===== config.mk =====
export PLATFORM = sky130hd
export DESIGN_NAME = ucsbece154a_memarb_flat
export DESIGN_NICKNAME = d
export VERILOG_FILES = /design/src/rtl/ucsbece154a_memarb_if.sv /design/src/rtl/ucsbece154a_memarb.sv /design/src/flat_wrapper.sv
export SDC_FILE = /design/constraint.sdc
export NUM_CORES = 1
export LEC_CHECK = 0
export ABC_AREA = 1
export CAP_MARGIN = 15
export CORE_MARGIN = 3
export CORE_UTILIZATION = 41
export CTS_BUF_LIST = sky130_fd_sc_hd__clkbuf_4 sky130_fd_sc_hd__clkbuf_8 sky130_fd_sc_hd__clkbuf_16
export CTS_CLUSTER_DIAMETER = 60
export CTS_CLUSTER_SIZE = 20
export DETAILED_ROUTE_END_ITERATION = 10
export PLACE_DENSITY_LB_ADDON = 0.15
export SYNTH_ARGS = -nofsm -noshare
export SYNTH_HDL_FRONTEND = slang
export SYNTH_SLANG_ARGS = --single-unit

===== constraint.sdc =====
create_clock -name clk -period 1.7 [get_ports clk]
set_input_delay 0.51 -clock clk [delete_from_list [all_inputs] [get_ports clk]]
set_output_delay 0.51 -clock clk [all_outputs]
set_load 0.02 [all_outputs]

===== src/rtl/ucsbece154a_memarb_if.sv =====
// Bus bundle for the two-requester memory arbiter: CPU port, debug port and memory side.
// The slave modport is the arbiter's view; the master modport is the surrounding system.
interface ucsbece154a_memarb_if;
  logic        cpu_req_i;
  logic        cpu_we_i;
  logic [31:0] cpu_adr_i;
  logic [31:0] cpu_wd_i;
  logic        cpu_ack_o;
  logic [31:0] cpu_rd_o;

  logic        dbg_req_i;
  logic        dbg_we_i;
  logic [31:0] dbg_adr_i;
  logic [31:0] dbg_wd_i;
  logic        dbg_ack_o;
  logic [31:0] dbg_rd_o;

  logic        mem_en_o;
  logic        mem_we_o;
  logic [31:0] mem_adr_o;
  logic [31:0] mem_wd_o;
  logic [31:0] mem_rd_i;

  logic        busy_o;
  logic        grant_o;

  modport slave (
    input  cpu_req_i, cpu_we_i, cpu_adr_i, cpu_wd_i,
    output cpu_ack_o, cpu_rd_o,
    input  dbg_req_i, dbg_we_i, dbg_adr_i, dbg_wd_i,
    output dbg_ack_o, dbg_rd_o,
    output mem_en_o, mem_we_o, mem_adr_o, mem_wd_o,
    input  mem_rd_i,
    output busy_o, grant_o
  );

  modport master (
    output cpu_req_i, cpu_we_i, cpu_adr_i, cpu_wd_i,
    input  cpu_ack_o, cpu_rd_o,
    output dbg_req_i, dbg_we_i, dbg_adr_i, dbg_wd_i,
    input  dbg_ack_o, dbg_rd_o,
    input  mem_en_o, mem_we_o, mem_adr_o, mem_wd_o,
    output mem_rd_i,
    input  busy_o, grant_o
  );
endinterface


===== src/rtl/ucsbece154a_memarb.sv =====
// Round-robin arbiter sharing a single-port fixed-latency memory between CPU and debug ports.
// Each transaction runs IDLE -> ISSUE -> (WAIT x MEM_LAT for reads) -> DONE.
module ucsbece154a_memarb #(
  parameter int unsigned MEM_LAT = 1
) (
  input  logic                        clk,
  input  logic                        reset,
  ucsbece154a_memarb_if.slave         bus
);

  typedef enum logic [1:0] {
    S_IDLE,
    S_ISSUE,
    S_WAIT,
    S_DONE
  } state_e;

  localparam logic [3:0] LAT4 = 4'(MEM_LAT);

  state_e      state_q, state_d;
  logic        last_grant_q, last_grant_d;
  logic        owner_q, owner_d;
  logic        we_q, we_d;
  logic [31:0] adr_q, adr_d;
  logic [31:0] wd_q, wd_d;
  logic [3:0]  cnt_q, cnt_d;
  logic [31:0] cpu_rd_q, cpu_rd_d;
  logic [31:0] dbg_rd_q, dbg_rd_d;
  logic        cpu_ack_q, cpu_ack_d;
  logic        dbg_ack_q, dbg_ack_d;
  logic        mem_en_q, mem_en_d;
  logic        mem_we_q, mem_we_d;
  logic        busy_q, busy_d;
  logic        gnt;

  always_ff @(posedge clk or negedge reset) begin
    if (!reset) begin
      state_q      <= S_IDLE;
      last_grant_q <= 1'b1;
      owner_q      <= 1'b0;
      we_q         <= 1'b0;
      adr_q        <= '0;
      wd_q         <= '0;
      cnt_q        <= '0;
      cpu_rd_q     <= '0;
      dbg_rd_q     <= '0;
      cpu_ack_q    <= 1'b0;
      dbg_ack_q    <= 1'b0;
      mem_en_q     <= 1'b0;
      mem_we_q     <= 1'b0;
      busy_q       <= 1'b0;
    end else begin
      state_q      <= state_d;
      last_grant_q <= last_grant_d;
      owner_q      <= owner_d;
      we_q         <= we_d;
      adr_q        <= adr_d;
      wd_q         <= wd_d;
      cnt_q        <= cnt_d;
      cpu_rd_q     <= cpu_rd_d;
      dbg_rd_q     <= dbg_rd_d;
      cpu_ack_q    <= cpu_ack_d;
      dbg_ack_q    <= dbg_ack_d;
      mem_en_q     <= mem_en_d;
      mem_we_q     <= mem_we_d;
      busy_q       <= busy_d;
    end
  end

  always_comb begin
    state_d      = state_q;
    last_grant_d = last_grant_q;
    owner_d      = owner_q;
    we_d         = we_q;
    adr_d        = adr_q;
    wd_d         = wd_q;
    cnt_d        = cnt_q;
    cpu_rd_d     = cpu_rd_q;
    dbg_rd_d     = dbg_rd_q;
    gnt          = 1'b0;

    case (state_q)
      S_IDLE: begin
        if (bus.cpu_req_i || bus.dbg_req_i) begin
          if (bus.cpu_req_i && bus.dbg_req_i) gnt = ~last_grant_q;
          else                                gnt = bus.dbg_req_i;
          owner_d      = gnt;
          last_grant_d = gnt;
          we_d         = gnt ? bus.dbg_we_i  : bus.cpu_we_i;
          adr_d        = gnt ? bus.dbg_adr_i : bus.cpu_adr_i;
          wd_d         = gnt ? bus.dbg_wd_i  : bus.cpu_wd_i;
          state_d      = S_ISSUE;
        end
      end
      S_ISSUE: begin
        if (we_q) begin
          state_d = S_DONE;
        end else begin
          cnt_d   = LAT4;
          state_d = S_WAIT;
        end
      end
      S_WAIT: begin
        cnt_d = cnt_q - 4'd1;
        // cnt_q==0 cannot occur in WAIT; treat it as final to avoid a 16-cycle wrap
        if (cnt_q <= 4'd1) begin
          if (owner_q) dbg_rd_d = bus.mem_rd_i;
          else         cpu_rd_d = bus.mem_rd_i;
          state_d = S_DONE;
        end
      end
      S_DONE: begin
        state_d = S_IDLE;
      end
      default: begin
        state_d = S_IDLE;
      end
    endcase

    // Strobes are registered from the next state so they line up with the state they describe
    mem_en_d  = (state_d == S_ISSUE);
    mem_we_d  = (state_d == S_ISSUE) && we_d;
    busy_d    = (state_d != S_IDLE);
    cpu_ack_d = (state_d == S_DONE) && !owner_d;
    dbg_ack_d = (state_d == S_DONE) &&  owner_d;
  end

  assign bus.cpu_ack_o = cpu_ack_q;
  assign bus.cpu_rd_o  = cpu_rd_q;
  assign bus.dbg_ack_o = dbg_ack_q;
  assign bus.dbg_rd_o  = dbg_rd_q;
  assign bus.mem_en_o  = mem_en_q;
  assign bus.mem_we_o  = mem_we_q;
  assign bus.mem_adr_o = adr_q;
  assign bus.mem_wd_o  = wd_q;
  assign bus.busy_o    = busy_q;
  assign bus.grant_o   = owner_q;

endmodule


===== src/flat_wrapper.sv =====
// flat-port wrapper written by rule: the top's interface ports become plain ports
module ucsbece154a_memarb_flat 
#(
  parameter int unsigned MEM_LAT = 1
)
  (clk, reset, bus_cpu_req_i, bus_cpu_we_i, bus_cpu_adr_i, bus_cpu_wd_i, bus_cpu_ack_o, bus_cpu_rd_o, bus_dbg_req_i, bus_dbg_we_i, bus_dbg_adr_i, bus_dbg_wd_i, bus_dbg_ack_o, bus_dbg_rd_o, bus_mem_en_o, bus_mem_we_o, bus_mem_adr_o, bus_mem_wd_o, bus_mem_rd_i, bus_busy_o, bus_grant_o);
  ucsbece154a_memarb_if bus_i ();
  input  logic clk;
  input  logic reset;
  input wire logic [$bits(bus_i.cpu_req_i)-1:0] bus_cpu_req_i;
  input wire logic [$bits(bus_i.cpu_we_i)-1:0] bus_cpu_we_i;
  input wire logic [$bits(bus_i.cpu_adr_i)-1:0] bus_cpu_adr_i;
  input wire logic [$bits(bus_i.cpu_wd_i)-1:0] bus_cpu_wd_i;
  output wire logic [$bits(bus_i.cpu_ack_o)-1:0] bus_cpu_ack_o;
  output wire logic [$bits(bus_i.cpu_rd_o)-1:0] bus_cpu_rd_o;
  input wire logic [$bits(bus_i.dbg_req_i)-1:0] bus_dbg_req_i;
  input wire logic [$bits(bus_i.dbg_we_i)-1:0] bus_dbg_we_i;
  input wire logic [$bits(bus_i.dbg_adr_i)-1:0] bus_dbg_adr_i;
  input wire logic [$bits(bus_i.dbg_wd_i)-1:0] bus_dbg_wd_i;
  output wire logic [$bits(bus_i.dbg_ack_o)-1:0] bus_dbg_ack_o;
  output wire logic [$bits(bus_i.dbg_rd_o)-1:0] bus_dbg_rd_o;
  output wire logic [$bits(bus_i.mem_en_o)-1:0] bus_mem_en_o;
  output wire logic [$bits(bus_i.mem_we_o)-1:0] bus_mem_we_o;
  output wire logic [$bits(bus_i.mem_adr_o)-1:0] bus_mem_adr_o;
  output wire logic [$bits(bus_i.mem_wd_o)-1:0] bus_mem_wd_o;
  input wire logic [$bits(bus_i.mem_rd_i)-1:0] bus_mem_rd_i;
  output wire logic [$bits(bus_i.busy_o)-1:0] bus_busy_o;
  output wire logic [$bits(bus_i.grant_o)-1:0] bus_grant_o;
  assign bus_i.cpu_req_i = bus_cpu_req_i;
  assign bus_i.cpu_we_i = bus_cpu_we_i;
  assign bus_i.cpu_adr_i = bus_cpu_adr_i;
  assign bus_i.cpu_wd_i = bus_cpu_wd_i;
  assign bus_cpu_ack_o = bus_i.cpu_ack_o;
  assign bus_cpu_rd_o = bus_i.cpu_rd_o;
  assign bus_i.dbg_req_i = bus_dbg_req_i;
  assign bus_i.dbg_we_i = bus_dbg_we_i;
  assign bus_i.dbg_adr_i = bus_dbg_adr_i;
  assign bus_i.dbg_wd_i = bus_dbg_wd_i;
  assign bus_dbg_ack_o = bus_i.dbg_ack_o;
  assign bus_dbg_rd_o = bus_i.dbg_rd_o;
  assign bus_mem_en_o = bus_i.mem_en_o;
  assign bus_mem_we_o = bus_i.mem_we_o;
  assign bus_mem_adr_o = bus_i.mem_adr_o;
  assign bus_mem_wd_o = bus_i.mem_wd_o;
  assign bus_i.mem_rd_i = bus_mem_rd_i;
  assign bus_busy_o = bus_i.busy_o;
  assign bus_grant_o = bus_i.grant_o;
  ucsbece154a_memarb #(.MEM_LAT(MEM_LAT)) u_core (.clk(clk), .reset(reset), .bus(bus_i));
endmodule

==> metrics.csv, run 1 <==
metric,value,unit
die_h,128.7,um
synthToLayoutAreaGrowth,63.99,%
grt_pass1_wl,30.59,mm
dieWidth,128.7,um
multi_input_area,2313,um^2
critPathTopFamily,buffers and inverters,
worstMarginPinSlew,0.3933,ns
finalCritPeriodShare,97.68,%
synth-seq-cells,142,
seq_area,3555,um^2
drc,0,
end_kind,primary output,
grt_util_all_layers,23.43,%
p_leak,4.704,nW
antennaDiodeCount,0,
firstDrtPassIters,5,
gr-total-overflow,0,
vias_per_cell,5.032,
synth_area_leader_cell,dfrtp_1,
synth_area_leaders,"dfrtp_1 57%, nand2_1 13%, a31oi_1 6.5%",
ios,300,
syn_area_per_cell,8.624,um^2
wl_per_cell,16.29,um
cp_slowest_stage_delay,0.40,ns
max_clock_freq,602.2,MHz
max_slew_margin,73.78,%
slew_viol_final,0,
clock-sinks,142,
dp_hpwl,14.21,mm
crit_path_cell_trace,dlygate4sd2_1,
numCtsBuffers,17,
design.die.area,16570,um^2
finalHoldViolCount,0,
slowest_stage,dlygate4sd2_1,
routabilityCongestion,0.7976,
yosysUniqueCellTypes,21,
netlist_area,6175,um^2
grt_pass1_vias,6006,
nFillCells,1244,
initial_core_util,42.17,%
post-route-min-period,1.661,ns
hold_slack,0.01044,ns
startpoint,u_core.bus.mem_wd_o[17]$_DFFE_PN0P_,
critPathBufInv,1,
power.density,1908,nW/um^2
clkLatencyLatePin,0.41,ns
ir_drop,0.7844,mV
ys_seq_area_share,57.57,%
synth_nets,888,
fp-row-count,44,
synth_top_area_share,57.14,%
worstReg2RegStart,u_core.state_q[0]$_DFF_PN0_,
grt_max_degree,48,
yosys_warnings,0,
maxCapViolCount,0,
hp-class,input pin to asynchronous set/reset pin,
core,14640,um^2
cts.clk_slew.worst_paths,0.06,ns
outcome,"finished, final reports clean",
drtAntennaViolNets,0,
p_total,0.01932,W
synth_cells,716,
port_buffers,299,
cts_root_buf,clkbuf_16,
finalWirelength,19.77,mm
cts_tree,yes,
critical_path_arrival,1.15,ns
grt_antenna_before_repair,0,
drive_above_1_share,7.872,%
vias,6104,
drt_iter0_markers,433,
setup_viol,0,
cp-start-kind,flop,
reg2reg_slack,0.14,ns
final.setup_skew,0.007236,ns
crit_required,1.19,ns
cts_buffer_depth,2,
path_class,flop to primary output,
num-nets-final,1188,
worstPathMaxFanout,2,
htree_levels,4,
==> state kept, by name, indices dropped and copies added, names as in the netlist, 2 cells and up <==
register	flops
u_core.bus.cpu_rd_o	32
u_core.cnt_q	4
u_core.bus.mem_adr_o	32
u_core.bus.mem_wd_o	32
u_core.state_q	2
u_core.bus.dbg_rd_o	32
==> cells in the mapped netlist <==
cell and n:
nand2_1 213, dfrtp_1 141, nor2_1 74, nand3_1 71, a31oi_1 64, o21ai_0 38, buf_2 35, o21ai_1 29
inv_1 17, clkbuf_1 15, ha_1 6, buf_1 2, buf_4 2, nor2_2 2, dfstp_2 1, inv_2 1
nand3_2 1, nor2_4 1, o22ai_1 1, or2_2 1, xor2_1 1
==> through the flow <==
step / utilization (%) / instance area [um^2] / worst slack (ns) / instances / setup TNS (ns)
after CTS: 68.63 / 10050 / 0.002419 / 1211 / 0
after detailed placement: 65.13 / 9538 / -0.2335 / 1179 / -9.892
after global routing: 69.15 / 10130 / -0.01300 / 1213 / -0.04820
final: 69.15 / 10130 / 0.03947 / 1213 / 0
after global placement: 65.13 / 9538 / -0.1695 / 1179 / -7.494
after floorplan: - / 6175 / 0.2220 / 716 / 0
==> logic make-up (layout without fill, tap and decap cells) <==
kind of cell	after synthesis	count (layout)	share of synthesized area, %
adders and majority gates	6	6	1.216
AOI/OAI and AO/OA	132	132	12.02
DFF	142	142	57.57
and+or+nand+nor	363	363	23.85
xor gates and xnor gates	1	1	0.1419
buffers and inverters	72	385	5.208
==> power breakdown <==
part / total, W / internal [W] / switching [W]
Clock: 0.00421 / 0.00280 / 0.00141
Sequential: 0.00589 / 0.00509 / 0.000805
Combinational: 0.00922 / 0.00360 / 0.00562
==> cell usage in the layout (no fill, tap or decap), drive strengths merged <==
cell | netlist | routed
nand3 | 72 | 72
xor2 | 1 | 1
dlygate4sd2 | 0 | 129
nor2 | 77 | 77
clkdlybuf4s50 | 0 | 163
o21ai | 67 | 67
dfrtp | 141 | 141
clkdlybuf4s15 | 0 | 4
buf | 39 | 37
clkbuf | 15 | 25
inv | 18 | 18
clkinvlp | 0 | 1
o22ai | 1 | 1
ha | 6 | 6
nand2 | 213 | 213
bufinv | 0 | 5
a31oi | 64 | 64
clkinv | 0 | 3
or2 | 1 | 1
dfstp | 1 | 1
==> layout make-up <==
cell class                 count  share of cell area (%)
multi-input combinational    502                   22.85
tap                          184                   2.274
clock inverter                 9                   1.779
sequential                   142                   35.10
timing repair buffer         335                   32.44
inverter                      18                  0.6672
clock buffer                  23                   4.893
==> layer usage <==
metal / part of all wire (%) / up-vias / GRT usage (%)
li1: - / 2986 / -
met1: 40 / 2854 / 28.96
met2: 50 / 240 / 38.96
met3: 8.8 / 24 / 8.219
met4: 1.7 / 0 / 6.856
met5: 0 / - / 0
==> what timing repair did <==
item,4_1_cts,5_1_grt
cloned,0,1
pin swaps,0,1
endpoints found under the setup margin,135,104
resized for setup,136,13
buffers inserted,0,1
hold buffers,0,0
==> worst paths after layout <==
check                                                       to  cells after the start
setup / recovery                              bus_mem_wd_o[17]                      1
hold / removal             u_core.bus.dbg_rd_o[21]$_DFFE_PN0P_                      1
setup reg to reg            u_core.bus.mem_wd_o[5]$_DFFE_PN0P_                      8
hold reg to reg                u_core.last_grant_q$_DFFE_PN1P_                      2
max in group asynchronous   u_core.bus.mem_wd_o[3]$_DFFE_PN0P_                      2
min in group clk               u_core.last_grant_q$_DFFE_PN1P_                      2
No activity file was read; power rests on OpenSTA's default activity.
==> inputs of run 2 (changes only) <==
--- a/config.mk
+++ b/config.mk
@@ -5,10 +5,9 @@
 export SDC_FILE = /design/constraint.sdc
 export NUM_CORES = 1
 export LEC_CHECK = 0
-export ABC_AREA = 1
 export CAP_MARGIN = 15
 export CORE_MARGIN = 3
-export CORE_UTILIZATION = 41
+export CORE_UTILIZATION = 30
 export CTS_BUF_LIST = sky130_fd_sc_hd__clkbuf_4 sky130_fd_sc_hd__clkbuf_8 sky130_fd_sc_hd__clkbuf_16
 export CTS_CLUSTER_DIAMETER = 60
 export CTS_CLUSTER_SIZE = 20
==> run 2 against run 1 <==
  * The flow now finishes with violations (negative setup slack)
  * Power fell by 2.5%
  * Sequential power increased by 1%
  * Clock power decreased by 16%
  * Cell count down 9.2%
  * Sequential share of layout area decreased by 0.98 points
  * First-iteration DRC count shrank 73%
  * Critical path type is now flop to flop
  * Critical endpoint is now u_core.bus.cpu_rd_o[31]$_DFFE_PN0P_
  * Largest cell class unchanged
==> metrics.csv, run 2 <==
metric,value,unit,change
ys_seq_area_share,58.16,%,+0.59 points
reg2reg_slack,-0.17,ns,-0.31 ns
synth_mux_area_share,24.44,%,+24 points
slowest_stage,dfrtp_2,,
cts_buffer_depth,2,,unchanged
grt_antenna_before_repair,0,,unchanged
synth_top_family_by_area,multiplexers,,
synth_commonest_cells,"141 x dfrtp_1, 75 x nand2_1, 66 x mux2i_1, 59 x o21ai_0, 34 x mux2_2",,
finalWirelength,17.97,mm,-9.1%
maxCapViolCount,0,,unchanged
grt_pass1_vias,5287,,-12%
wl_per_cell,16.33,um,+0.19%
vias_per_cell,4.408,,-12%
violations,negative setup slack,,
grt_util_all_layers,16.01,%,-7.4 points
final_common_cell,clkdlybuf4s50_1,,
crit_path_cell_trace,inv_2 -> ha_4 -> o21ai_2 -> or3_4 -> nor2_8 -> buf_12 -> buf_4 -> mux2_4,,
setup_viol,34,,+34
drt_iter0_markers,116,,-73%
finalCritPeriodShare,109.8,%,+12 points
post-route-util,52.85,%,-16 points
synth_ff_type,dfrtp_1,,
synth_area_leader_cell,dfrtp_1,,
synthToLayoutAreaGrowth,70.48,%,
ios,300,,unchanged
synth_fa_ha_area_share,1.228,%,+0.012 points
synthArstFlopShare,100.0,%,unchanged
max_clock_freq,535.5,MHz,-11%
routabilityCongestion,0.7894,,-1.0%
worst_slack,-0.1674,ns,-0.2068 ns
synth_edf_count,0,,unchanged
critPathBufInv,3,,+2
dp_hpwl,13.81,mm,-2.8%
synth-simple-area-share,6.346,%,-18 points
final.setup_skew,0.009977,ns,+0.002741 ns
dieWidth,148.7,um,+16%
yosysUniqueCellTypes,33,,+57%
initial_core_util,31.00,%,-11 points
design.die.area,22120,um^2,+34%
drc,0,,unchanged
drtAntennaViolNets,0,,unchanged
cp_slowest_stage_delay,0.44,ns,+0.04 ns
cts.clk_slew.worst_paths,0.06,ns,about the same
max_slew_margin,70.64,%,-3.1 points
gr-total-overflow,0,,unchanged
core,19720,um^2,+35%
netlist_area,6112,um^2,-1.0%
worstReg2RegStart,u_core.cnt_q[0]$_DFFE_PN0P_,,
outcome,"finished, violations left",,
antennaDiodeCount,0,,unchanged
p_leak,4.815,nW,+2.4%
critPathTopFamily,simple AND/OR/NAND/NOR gates,,
grt_pass1_wl,27.77,mm,-9.2%
rsz0062_at_grt,yes,,
num-nets-final,995,,-16%
pre_cts_slack,-0.3594,ns,-0.1259 ns
post-route-min-period,1.867,ns,+0.2068 ns
p_total,0.01885,W,-2.5%
hp-class,flop to flop,,
ir_drop,0.5933,mV,-24%
yosys_warnings,0,,unchanged
die_h,148.7,um,+16%
yosysMostFrequentCell,dfrtp_1,,
fp-row-count,51,,+16%
port_buffers,299,,unchanged
synth_area_leaders,"dfrtp_1 58%, mux2i_1 11%, mux2_4 7.4%",,
grt_max_degree,46,,-4.2%
firstDrtPassIters,4,,-1
end_kind,flop,,
cts_tree,yes,,
power.density,1809,nW/um^2,-5.2%
syn_area_per_cell,12.87,um^2,+49%
clkLatencyLatePin,0.42,ns,about the same
htree_levels,4,,unchanged
path_class,flop to flop,,
synth_cells,475,,-34%
drive_above_1_share,20.93,%,+13 points
cp-start-kind,flop,,
worstMarginPinSlew,0.4358,ns,+0.04243 ns
vias,4853,,-20%
numCtsBuffers,17,,unchanged
synth_nets,647,,-27%
nFillCells,1762,,+42%
critical_path_arrival,2.16,ns,+1.01 ns
synth-xor-area-share,0,%,-0.14 points
holdCritStartpoint,u_core.bus.mem_adr_o[5]$_DFFE_PN0P_,,
cts_root_buf,clkbuf_16,,
clock-sinks,142,,unchanged
synth-seq-cells,142,,unchanged
finalHoldViolCount,0,,unchanged
synth_top_area_share,57.73,%,+0.58 points
crit_required,1.99,ns,+0.80 ns
startpoint,u_core.cnt_q[0]$_DFFE_PN0P_,,
synth-compound-area-share,6.878,%,-5.1 points
worstPathMaxFanout,6,,+4
slew_viol_final,0,,unchanged
final_cell_mix,"164 x clkdlybuf4s50_1, 140 x dfrtp_1, 122 x dlygate4sd2_1",,
## run 2: cell count changes after synthesis, sizes merged, moves of 6 or more
cell	previous run	this run
a31oi	64	2
buf	39	18
nand3	72	0
inv	18	4
mux2	0	64
mux2i	0	66
clkbuf	15	9
nand2	213	75
nor2	77	3
## run 2: area by class of cell
cell class                      instances  area [um^2]  share of cell area (%)
Sequential cell                       142         3556                   34.13
Timing Repair Buffer                  356         3487                   33.47
Multi-Input combinational cell        302         2469                   23.69
Clock buffer                           18        439.2                   4.215
Tap cell                              265        331.6                   3.182
Clock inverter                         14        122.6                   1.177
Inverter                                4        15.01                  0.1441
## run 2: kinds of logic after synthesis
kind of cell | after synthesis
AOI/OAI and AO/OA | 77
adders and majority gates | 6
buffers and inverters | 31
and+or+nand+nor | 89
muxes | 130
DFF | 142
## run 2: timing repair
action | in CTS | in global routing
setup endpoints to repair | 170 | 71
pin swaps | 1 | 1
cloned | 1 | 3
gates resized for setup | 149 | 14
buffers inserted | 6 | 1
endpoints found under the hold margin | 25 | 0
hold buffers | 1 | 0
## run 2: path summary, 6_finish.rpt
| check | to | cells past startpoint |
|---|---|---|
| max in group asynchronous | u_core.last_grant_q$_DFFE_PN1P_ | 3 |
| min in group asynchronous | u_core.bus.cpu_rd_o[7]$_DFFE_PN0P_ | 2 |
| max | u_core.bus.cpu_rd_o[31]$_DFFE_PN0P_ | 8 |
| max reg2reg | u_core.bus.cpu_rd_o[31]$_DFFE_PN0P_ | 8 |
| min | u_core.bus.mem_adr_o[5]$_DFFE_PN0P_ | 2 |
| min reg2reg | u_core.bus.mem_adr_o[5]$_DFFE_PN0P_ | 2 |
## run 2: where the power goes
group	leakage [nW]	switching, W	internal (W)
Sequential	1.71	0.000884	0.00508
Combinational	2.84	0.00487	0.00449
Clock	0.270	0.00156	0.00196
## run 2: stage by stage
| step | area, um^2 | setup TNS [ns] | instances | hold WS, ns |
|---|---|---|---|---|
| floorplan | 6127 | -2.846 | 475 | 0.2144 |
| global route | 10420 | -7.239 | 1101 | 0.5097 |
| global placement | 9806 | -23.43 | 1058 | 0.4081 |
| finish | 10420 | -4.903 | 1101 | 0.4726 |
| CTS | 10340 | -5.099 | 1098 | 0.4824 |
| detailed placement | 9806 | -25.39 | 1058 | 0.4126 |
## run 2: tightest hold or removal path, delay by kind of cell (launching register included)
kind             cells  cell delay (ns)
AO/OA/AOI/OAI        1             0.06
flip-flops           1             0.34
AND/OR/NAND/NOR      1             0.04
## run 2: layer usage
metal / wire length (um) / up-vias / track usage [%] / part of all wire [%]
li1: - / 2351 / - / -
met1: 7459 / 2262 / 19.90 / 41
met2: 8562 / 222 / 25.94 / 48
met3: 1650 / 18 / 5.986 / 9.2
met4: 301 / 0 / 5.263 / 1.7
met5: 0 / - / 0 / 0
==> inputs of run 3 (changes only) <==
--- a/config.mk
+++ b/config.mk
@@ -7,7 +7,7 @@
 export LEC_CHECK = 0
 export CAP_MARGIN = 15
 export CORE_MARGIN = 3
-export CORE_UTILIZATION = 30
+export CORE_UTILIZATION = 41
 export CTS_BUF_LIST = sky130_fd_sc_hd__clkbuf_4 sky130_fd_sc_hd__clkbuf_8 sky130_fd_sc_hd__clkbuf_16
 export CTS_CLUSTER_DIAMETER = 60
 export CTS_CLUSTER_SIZE = 20
==> run 3 against run 2 <==
  * The run still ends with negative setup slack left
  * Global-route usage up 5.6 points
  * Flip-flop and latch count unchanged
  * Utilization is 19 points higher
  * Clock power shrank 4%
==> metrics.csv, run 3 (synthesis gave the netlist of run 2 again) <==
metric,value,unit,change
wl_met2,8.960,mm,+4.6%
grt_pass1_wl,27.81,mm,+0.15%
drive_above_1_share,19.22,%,-1.7 points
cp-start-kind,flop,,
drt_iter0_markers,168,,+45%
die_h,128.1,um,-14%
gr-total-overflow,0,,unchanged
drc,0,,unchanged
wl_met3,1.428,mm,-13%
critical_path_arrival,2.18,ns,+0.02 ns
wl_per_cell,17.90,um,+9.6%
antennaDiodeCount,0,,unchanged
cts_root_buf,clkbuf_16,,
hp-class,flop to flop,,
clkLatencyLatePin,0.42,ns,about the same
violations,negative setup slack,,
vias_per_cell,4.943,,+12%
path_class,flop to flop,,
post-route-min-period,1.885,ns,+0.01801 ns
worstPathMaxFanout,7,,+1
final.setup_skew,0.008792,ns,-0.001185 ns
dp_hpwl,13.61,mm,-1.4%
numCtsBuffers,17,,unchanged
crit_required,2.00,ns,about the same
initial_core_util,43.03,%,+12 points
slew_viol_final,0,,unchanged
clock-sinks,142,,unchanged
power.density,1832,nW/um^2,+1.3%
outcome,"finished, violations left",,
dieWidth,128.1,um,-14%
maxCapViolCount,0,,unchanged
grt_pass1_vias,5316,,+0.55%
cts.clk_slew.worst_paths,0.06,ns,about the same
worst_slack,-0.1854,ns,-0.01801 ns
ir_drop,0.8536,mV,+44%
core,14200,um^2,-28%
finalCritPeriodShare,110.9,%,+1.1 points
end_kind,flop,,
synthToLayoutAreaGrowth,66.26,%,
firstDrtPassIters,4,,unchanged
grt_util_all_layers,21.65,%,+5.6 points
cts_tree,yes,,
worstMarginPinSlew,0.3415,ns,-0.09427 ns
hold_slack,0.4720,ns,-0.0005580 ns
p_total,0.01862,W,-1.2%
setup_viol,33,,-2.9%
final_common_cell,clkdlybuf4s50_1,,
dr.max_layer_used,met4,,
drtAntennaViolNets,0,,unchanged
reg2reg_slack,-0.19,ns,-0.02 ns
finalWirelength,17.94,mm,-0.22%
htree_levels,4,,unchanged
rsz0062_at_grt,yes,,
nFillCells,1025,,-42%
final_cell_mix,"164 x clkdlybuf4s50_1, 141 x dfrtp_1, 122 x dlygate4sd2_1",,
min_path_cells,2,,unchanged
grt_max_degree,44,,-4.3%
num-nets-final,983,,-1.2%
max_slew_margin,77.23,%,+6.6 points
r2r_cells,7,,-1
cts_buffer_depth,2,,unchanged
routabilityCongestion,0.8160,,+3.4%
port_buffers,299,,unchanged
p_leak,4.757,nW,-1.2%
max_clock_freq,530.4,MHz,-0.96%
met1_length,7.174,mm,-3.8%
finalHoldViolCount,0,,unchanged
ios,300,,unchanged
vias,4953,,+2.1%
fp-row-count,43,,-16%
grt_antenna_before_repair,0,,unchanged
design.die.area,16410,um^2,-26%
-- run 3: metrics by stage --
stage / util (%) / setup TNS, ns / cells / cell area (um^2) / setup WS, ns
6_report: 71.55 / -5.218 / 1002 / 10160 / -0.1854
5_1_grt: 71.55 / -8.421 / 1002 / 10160 / -0.2381
2_1_floorplan: - / -2.846 / 475 / 6127 / -0.09487
3_3_place_gp: 67.88 / -21.88 / 967 / 9642 / -0.3788
4_1_cts: 70.82 / -5.028 / 999 / 10060 / -0.1872
3_5_place_dp: 67.88 / -25.18 / 967 / 9642 / -0.3798
-- run 3: area by class of cell --
class	instances	area, um^2	area share (%)
Clock buffer	24	503.0	4.950
Multi-Input combinational cell	302	2474	24.34
Clock inverter	6	36.28	0.3571
Inverter	4	15.01	0.1477
Timing Repair Buffer	344	3354	33.01
Tap cell	180	225.2	2.216
Sequential cell	142	3555	34.98
-- run 3: path summary, 6_finish.rpt --
path / startpoint / to
worst min-delay path: u_core.bus.mem_wd_o[24]$_DFFE_PN0P_ / u_core.bus.mem_wd_o[24]$_DFFE_PN0P_
worst max-delay path: u_core.cnt_q[0]$_DFFE_PN0P_ / u_core.bus.cpu_rd_o[31]$_DFFE_PN0P_
worst min register to register: u_core.bus.mem_wd_o[24]$_DFFE_PN0P_ / u_core.bus.mem_wd_o[24]$_DFFE_PN0P_
max in group asynchronous: reset / u_core.last_grant_q$_DFFE_PN1P_
min in group asynchronous: reset / u_core.bus.cpu_rd_o[10]$_DFFE_PN0P_
worst max register to register: u_core.cnt_q[0]$_DFFE_PN0P_ / u_core.bus.cpu_rd_o[31]$_DFFE_PN0P_
-- run 3: routing by layer --
| layer | up-vias | GRT usage, % |
|---|---|---|
| met3 | 31 | 7.083 |
| met1 | 2384 | 26.26 |
| met5 | - | 0 |
| met4 | 0 | 7.491 |
| met2 | 222 | 36.29 |
| li1 | 2316 | - |
-- run 3: critical path, stage by stage, from the launching register on --
cell       delay (ns)
dfrtp_1          0.42
inv_2            0.09
ha_4             0.14
o21ai_2          0.05
or3_4            0.36
nor2_8           0.20
clkbuf_16        0.20
mux2_4           0.30
-- run 3: timing repair --
action | CTS | global route
pin swaps | 0 | 1
buffers inserted | 1 | 1
endpoints found under the hold margin | 25 | 0
gates resized for setup | 139 | 21
setup endpoints to repair | 167 | 87
hold buffers | 1 | 0
cloned | 0 | 2
-- run 3: where the power goes --
part	internal, W	total, W	switching (W)
clock	0.00204	0.00338	0.00134
combinational	0.00434	0.00927	0.00492
sequential	0.00509	0.00597	0.000884
